### src/rtl/tx_module.sv
// UART transmitter: one start bit, 1-8 data bits LSB first, one stop bit.
// Every serial bit spans exactly 16 pulses of the 16x baud Tick enable.
module tx_module (
  input  logic       clk,
  input  logic       rst,
  input  logic       Tick,
  input  logic       tx_start,
  input  logic [7:0] TxD,
  input  logic [3:0] N_bits,
  output logic       Tx,
  output logic       busy,
  output logic       done
);

  typedef enum logic [1:0] {
    IDLE  = 2'd0,
    START = 2'd1,
    DATA  = 2'd2,
    STOP  = 2'd3
  } state_t;

  state_t     r_state,    w_state_next;
  logic [7:0] r_shift,    w_shift_next;
  logic [3:0] r_tick_cnt, w_tick_cnt_next;
  logic [3:0] r_bit_cnt,  w_bit_cnt_next;
  logic [3:0] r_n,        w_n_next;
  logic       r_tx,       w_tx_next;
  logic       r_busy,     w_busy_next;
  logic       r_done,     w_done_next;
  logic       w_tick_wrap;
  logic [3:0] w_bit_cnt_inc;

  assign w_tick_wrap   = Tick && (r_tick_cnt == 4'd15);
  assign w_bit_cnt_inc = r_bit_cnt + 4'd1;

  always_comb begin
    // NOTE: every signal driven here gets a default first, so no path can infer a latch.
    w_state_next    = r_state;
    w_shift_next    = r_shift;
    w_tick_cnt_next = r_tick_cnt;
    w_bit_cnt_next  = r_bit_cnt;
    w_n_next        = r_n;
    w_done_next     = 1'b0;

    case (r_state)
      IDLE: begin
        if (tx_start) begin
          w_shift_next    = TxD;
          w_n_next        = (N_bits == 4'd0 || N_bits > 4'd8) ? 4'd8 : N_bits;
          w_tick_cnt_next = 4'd0;
          w_bit_cnt_next  = 4'd0;
          w_state_next    = START;
        end
      end
      START: begin
        if (Tick) begin
          w_tick_cnt_next = r_tick_cnt + 4'd1;
          if (w_tick_wrap) w_state_next = DATA;
        end
      end
      DATA: begin
        if (Tick) begin
          w_tick_cnt_next = r_tick_cnt + 4'd1;
          if (w_tick_wrap) begin
            w_shift_next   = {1'b0, r_shift[7:1]};
            w_bit_cnt_next = w_bit_cnt_inc;
            if (w_bit_cnt_inc == r_n) w_state_next = STOP;
          end
        end
      end
      STOP: begin
        if (Tick) begin
          w_tick_cnt_next = r_tick_cnt + 4'd1;
          if (w_tick_wrap) begin
            w_state_next = IDLE;
            w_done_next  = 1'b1;
          end
        end
      end
      default: w_state_next = IDLE;
    endcase

    // Line level is decoded from the next state so Tx is a plain flop with no input path.
    case (w_state_next)
      START:   w_tx_next = 1'b0;
      DATA:    w_tx_next = w_shift_next[0];
      default: w_tx_next = 1'b1;
    endcase
    w_busy_next = (w_state_next != IDLE);
  end

  // NOTE: state registers use non-blocking assignments so all flops sample pre-edge values.
  always_ff @(posedge clk or negedge rst) begin
    if (!rst) begin
      r_state    <= IDLE;
      r_shift    <= 8'd0;
      r_tick_cnt <= 4'd0;
      r_bit_cnt  <= 4'd0;
      r_n        <= 4'd0;
      r_tx       <= 1'b1;
      r_busy     <= 1'b0;
      r_done     <= 1'b0;
    end else begin
      r_state    <= w_state_next;
      r_shift    <= w_shift_next;
      r_tick_cnt <= w_tick_cnt_next;
      r_bit_cnt  <= w_bit_cnt_next;
      r_n        <= w_n_next;
      r_tx       <= w_tx_next;
      r_busy     <= w_busy_next;
      r_done     <= w_done_next;
    end
  end

  assign Tx   = r_tx;
  assign busy = r_busy;
  assign done = r_done;

endmodule

### config.mk
export PLATFORM = sky130hd
export DESIGN_NAME = tx_module
export DESIGN_NICKNAME = d
export VERILOG_FILES = /design/src/rtl/tx_module.sv
export SDC_FILE = /design/constraint.sdc
export NUM_CORES = 1
export LEC_CHECK = 0
export CAP_MARGIN = 20
export CORE_ASPECT_RATIO = 0.7
export CORE_MARGIN = 2
export CORE_UTILIZATION = 23
export CTS_CLUSTER_SIZE = 8
export DETAILED_ROUTE_END_ITERATION = 12
export GPL_ROUTABILITY_DRIVEN = 0
export GPL_TIMING_DRIVEN = 0
export PLACE_DENSITY = 0.4
export SYNTH_ARGS = -nofsm -noshare
export SYNTH_HDL_FRONTEND = slang
export SYNTH_SLANG_ARGS = --single-unit
export TNS_END_PERCENT = 20
### constraint.sdc
create_clock -name clk -period 2.3 [get_ports clk]
set_input_delay 0.46 -clock clk [delete_from_list [all_inputs] [get_ports clk]]
set_output_delay 0.46 -clock clk [all_outputs]
set_load 0.05 [all_outputs]
* After elaboration in Yosys (flattened, before gate mapping)
Cells that the tools add are included.
Word-level totals: flip-flop bits (word level) 25, input bits 16, output and inout port bits 3, word-level logic and storage cells 57
Operators by class: add/subtract/negate cells 2, order comparisons 1, equality and inequality tests 11, muxes and demuxes 24, reduce and logical (&&, ||, !) cells 10
Operator list (number):
- two-way mux 8 bit | 3
- two-way mux 4 bit | 5
- two-way mux 2 bit | 8
- case mux 4 bit (2 select lines) | 2
- case mux 8 bit (2 select lines) | 1
- adder 4 x 1 -> 4 bit, second input constant | 2
- case mux 2 bit (4 select lines) | 1
- == test 2 bit, second input constant | 3
- != test 2 bit, second input constant | 3
- == test 2 x 1 -> 1 bit, second input constant | 2
- == test 4 bit | 1
- == test 4 bit, second input constant | 1
- > comparator 4 bit, second input constant | 1
- zero test 4 bit | 1
- AND reduction 2 bit | 2
- AND reduction 4 bit | 1
- nonzero test 2 bit | 2
- two-way mux 1 bit | 3
- OR reduction 3 bit | 1
- zero test 2 bit | 1
- != test 2 x 1 -> 1 bit, second input constant | 1
- case mux 1 bit (2 select lines) | 1
- logical AND 1 bit | 1
- logical OR 1 bit | 1

* Longest topological paths before layout
word-level depth 8, depth in mapped cells 8, gate-level depth less buffers 6

* Worst setup path after synthesis
Ideal clock, no wire load.
path kind register to register, start register r_tick_cnt[0], end register r_tx (netlist: Tx), library setup time 77 ps, arrival 1552 ps, required time 2223 ps, setup slack 671 ps, stages on the path, launching flop included 9, path buffers 2, clock period less this slack 1629 ps, cell sequence dfrtp_1 -> ha_1 -> and4_1 -> buf_4 -> and2_1 -> buf_2 -> o21ai_2 -> a31oi_1 -> a31oi_1
On the way: elaborated cells on any way between the ends 15, classes of those cells eq/ne (3); mux (11); reduce/logical (1)
RTL lines:
- start, declared | RTL line 24 | logic [3:0] r_tick_cnt, w_tick_cnt_next;
- start signal, assigned | RTL line 106 | r_tick_cnt <= w_tick_cnt_next;
- == test 4 bit | RTL line 33 | assign w_tick_wrap = Tick && (r_tick_cnt == 4'd15);
- logical AND 1 bit | RTL line 33
- two-way mux 8 bit | RTL line 64 | if (w_tick_wrap) begin
- two-way mux 8 bit | RTL line 62 | if (Tick) begin
- case mux 8 bit (2 select lines) | RTL line 45 | case (r_state)
- via w_shift_next[0] | RTL line 23 | logic [7:0] r_shift, w_shift_next;
- case mux 1 bit (2 select lines) | RTL line 84 | case (w_state_next)
- via w_tx_next | RTL line 27 | logic r_tx, w_tx_next;
- end signal, assigned | RTL line 109 | r_tx <= w_tx_next;
- end, declared | RTL line 27
The timed path passes the listed nets, and every way through them passes these cells. The select of a mux whose other input is x is not followed. A chain may end at the register's enable or synchronous reset.

* Worst setup path in the final report
start register r_tx (netlist: Tx), end output Tx
RTL lines:
- end, declared | RTL line 10 | output logic Tx,
No word-level cell between the ends.

==> results.json <==
{
  "synth-async-reset-ratio_pct": 100,
  "required_ns": 1.84,
  "cp_num_buf_inv": 1,
  "num_rows": 22,
  "yosysSeqAreaShare_pct": 52.0,
  "grt_setup_unrepaired": "no",
  "whs_path_depth": 1,
  "vias": 874,
  "hold_viol": 0,
  "n_antenna_cell": 0,
  "leakagePower_nw": 0.652,
  "area_growth_pct": 27.7,
  "core_area_um2": 5150,
  "clkLatencyLatePin_ns": 0.27,
  "finalSetupTns_ns": 0,
  "portBuffers": 18,
  "reg2reg_slack_ns": 0.45,
  "min_path_type": "reg -> reg",
  "fmax_mhz": 490,
  "cts_root_buffer": "clkbuf_8",
  "antenna_found_initial": 0,
  "slowest_stage": "clkdlybuf4s50_1",
  "power_density_nw_per_um2": 904,
  "synth_ff_type": "dfrtp_1",
  "status": "finished clean",
  "routed_via_density": 4.16,
  "start_kind": "flip-flop",
  "synthXorXnorAreaFrac_pct": 5.81,
  "final_common_cell": "dfrtp_1",
  "cts_made_buffers": 3,
  "period_needed_ns": 2.04,
  "cts_buffer_depth": 2,
  "synth_top_area_share_pct": 49.8,
  "pin_count": 19,
  "drt_wl_total_mm": 2.58,
  "crit_chain": "clkdlybuf4s50_1",
  "tritoncts": "done",
  "maxSlewHeadroom_pct": 61.0,
  "muxShareOfSynthArea_pct": 0,
  "p_int_w": 0.000928,
  "power_frac_comb_pct": 29.9,
  "mostFrequentLayoutCells": "dfrtp_1, clkdlybuf4s50_1, o21ai_0",
  "syn_avg_cell_area_um2": 10.5,
  "synth_cell_types": 36,
  "synth-edff-count": 0,
  "routedWlPerCell_um": 12.3,
  "fp.dieW_um": 90.6,
  "r2r_end": "Tx$_DFF_PN1_",
  "initial_core_util_pct": 23.4,
  "clkPwrFrac_pct": 19.4,
  "tightest_slew_ns": 0.584,
  "fin_crit_sh_pct": 88.6,
  "synth_fa_ha_area_share_pct": 2.07,
  "grt_pass1_wl_mm": 4.63,
  "grt_max_degree": 16,
  "slew_viol_final": 0,
  "firstDrtPassIters": 4,
  "end_kind": "output port",
  "drv_cap": 0,
  "hold_start": "r_tick_cnt[3]$_DFFE_PN0P_",
  "synth-simple-area-share_pct": 15.0,
  "clock-sinks": 25,
  "synth_area_um2": 1210,
  "arrival_ns": 1.58,
  "crit_path_max_fanout": 1,
  "holdBufCountCts": 0,
  "yosysTopAreaCell": "dfrtp_1",
  "layout-drive-gt1-share_pct": 11.6,
  "htreeDepth": 1,
  "dp_hpwl_mm": 1.96,
  "grt_pass1_vias": 924,
  "route.detailed.drc": 0,
  "grt_usage_pct": 9.82,
  "layout_setup_ws_ns": 0.261,
  "die_h_um": 64.6,
  "synth_compound_area_share_pct": 17.9,
  "slowest_delay_ns": 0.79,
  "dp_slack_ns": 0.0727,
  "synthTopCellsByArea": "dfrtp_1, o21ai_0, a222oi_1, xnor2_1, inv_1",
  "switching_power_w": 0.000464,
  "timing.hold.ws_ns": 0.478,
  "postCtsSetupBuffers": 0,
  "setup-violations-final": 0,
  "synth_top_family_by_area": "compound AO/OA/AOI/OAI gates",
  "skew_ns": 0.00926,
  "grt_overflow": 0,
  "cts_resized": 0,
  "syn_inst": 115,
  "pwr-share-seq_pct": 50.7,
  "syn_nets": 133,
  "yosys_warnings": 0,
  "reg2reg_depth": 8,
  "die_area_um2": 5850,
  "drt_iter0_drc": 60,
  "drtAntennaViolNets": 0,
  "p_sw_share_pct": 33.3,
  "min_to": "r_tick_cnt[3]$_DFFE_PN0P_",
  "path_clk_slew_ns": 0.10,
  "critical-path-top-delay-family": "buffers and inverters",
  "worst_ir_drop_vdd_uv": 319,
  "crit_type": "reg -> out",
  "synth_seq_cells": 25,
  "reg2reg_from": "r_tick_cnt[0]$_DFFE_PN0P_",
  "final_nets": 157
}
-- registers in the layout, summed over array words and instances (netlist names) --
| name | cells |
|---|---|
| r_tick_cnt | 4 |
| Tx | 1 |
| r_state | 2 |
| r_n | 4 |
| r_bit_cnt | 4 |
| r_shift | 8 |
| busy | 1 |
| done | 1 |
-- per-layer routing --
metal | vias to the layer above | global-route usage, % | wire, um
li1 | 450 | - | -
met1 | 405 | 13.9 | 1350
met2 | 17 | 14.8 | 1100
met3 | 2 | 2.56 | 105
met4 | 0 | 2.88 | 27
met5 | - | 0 | 0
-- stage by stage --
step,total power [W],util [%],std cells,area (um^2)
2_1_floorplan,0.000993,-,115,1210
3_3_place_gp,0.00112,28.7,205,1480
3_5_place_dp,0.00113,29.0,206,1490
4_1_cts,0.00141,29.9,210,1540
5_1_grt,0.00150,29.9,210,1540
6_report,0.00139,29.9,210,1540
-- layout make-up --
class / count / area, um^2
Sequential cell: 25 / 627
Inverter: 11 / 41.3
Clock inverter: 1 / 7.51
Fill cell: 546 / 3610
Multi-Input combinational cell: 73 / 493
Tap cell: 72 / 90.1
Buffer: 6 / 45.0
Timing Repair Buffer: 19 / 195
Clock buffer: 3 / 41.3
-- cells by family after synthesis --
kind of cell    count (synthesis)
compound gates                 31
buf+inv                        17
flops                          25
xor+xnor                        8
simple gates                   32
fa+ha+maj                       2
-- synth_stat cells, drive strengths merged (2+ instances only) --
library cell,count
buf,3
nand2,10
clkbuf,3
xor2,3
a22o,2
xnor2,5
nor2b,3
o21ai,14
nand3b,4
dfrtp,24
a222oi,6
nor2,5
inv,11
a31oi,2
o21bai,2
nor3,2
ha,2
-- power by group through the flow --
stage	clock network [W]	logic, W	registers [W]
floorplan	0	0.000275	0.000717
global placement	0	0.000410	0.000706
detailed placement	0	0.000421	0.000714
CTS	0.000285	0.000423	0.000705
global route	0.000296	0.000481	0.000725
finish	0.000271	0.000416	0.000706
-- worst max-delay path by stage --
stage               slack, ns                      to  depth (start not counted)                      start
finish                   0.26                      Tx                          1               Tx$_DFF_PN1_
global route             0.21                      Tx                          1               Tx$_DFF_PN1_
CTS                      0.25                      Tx                          1               Tx$_DFF_PN1_
detailed placement       0.07  r_shift[5]$_DFFE_PN0P_                          8                       Tick
global placement         0.10  r_shift[5]$_DFFE_PN0P_                          8                       Tick
floorplan                0.67            Tx$_DFF_PN1_                          8  r_tick_cnt[0]$_DFFE_PN0P_
(Power assumes the default switching activity.)
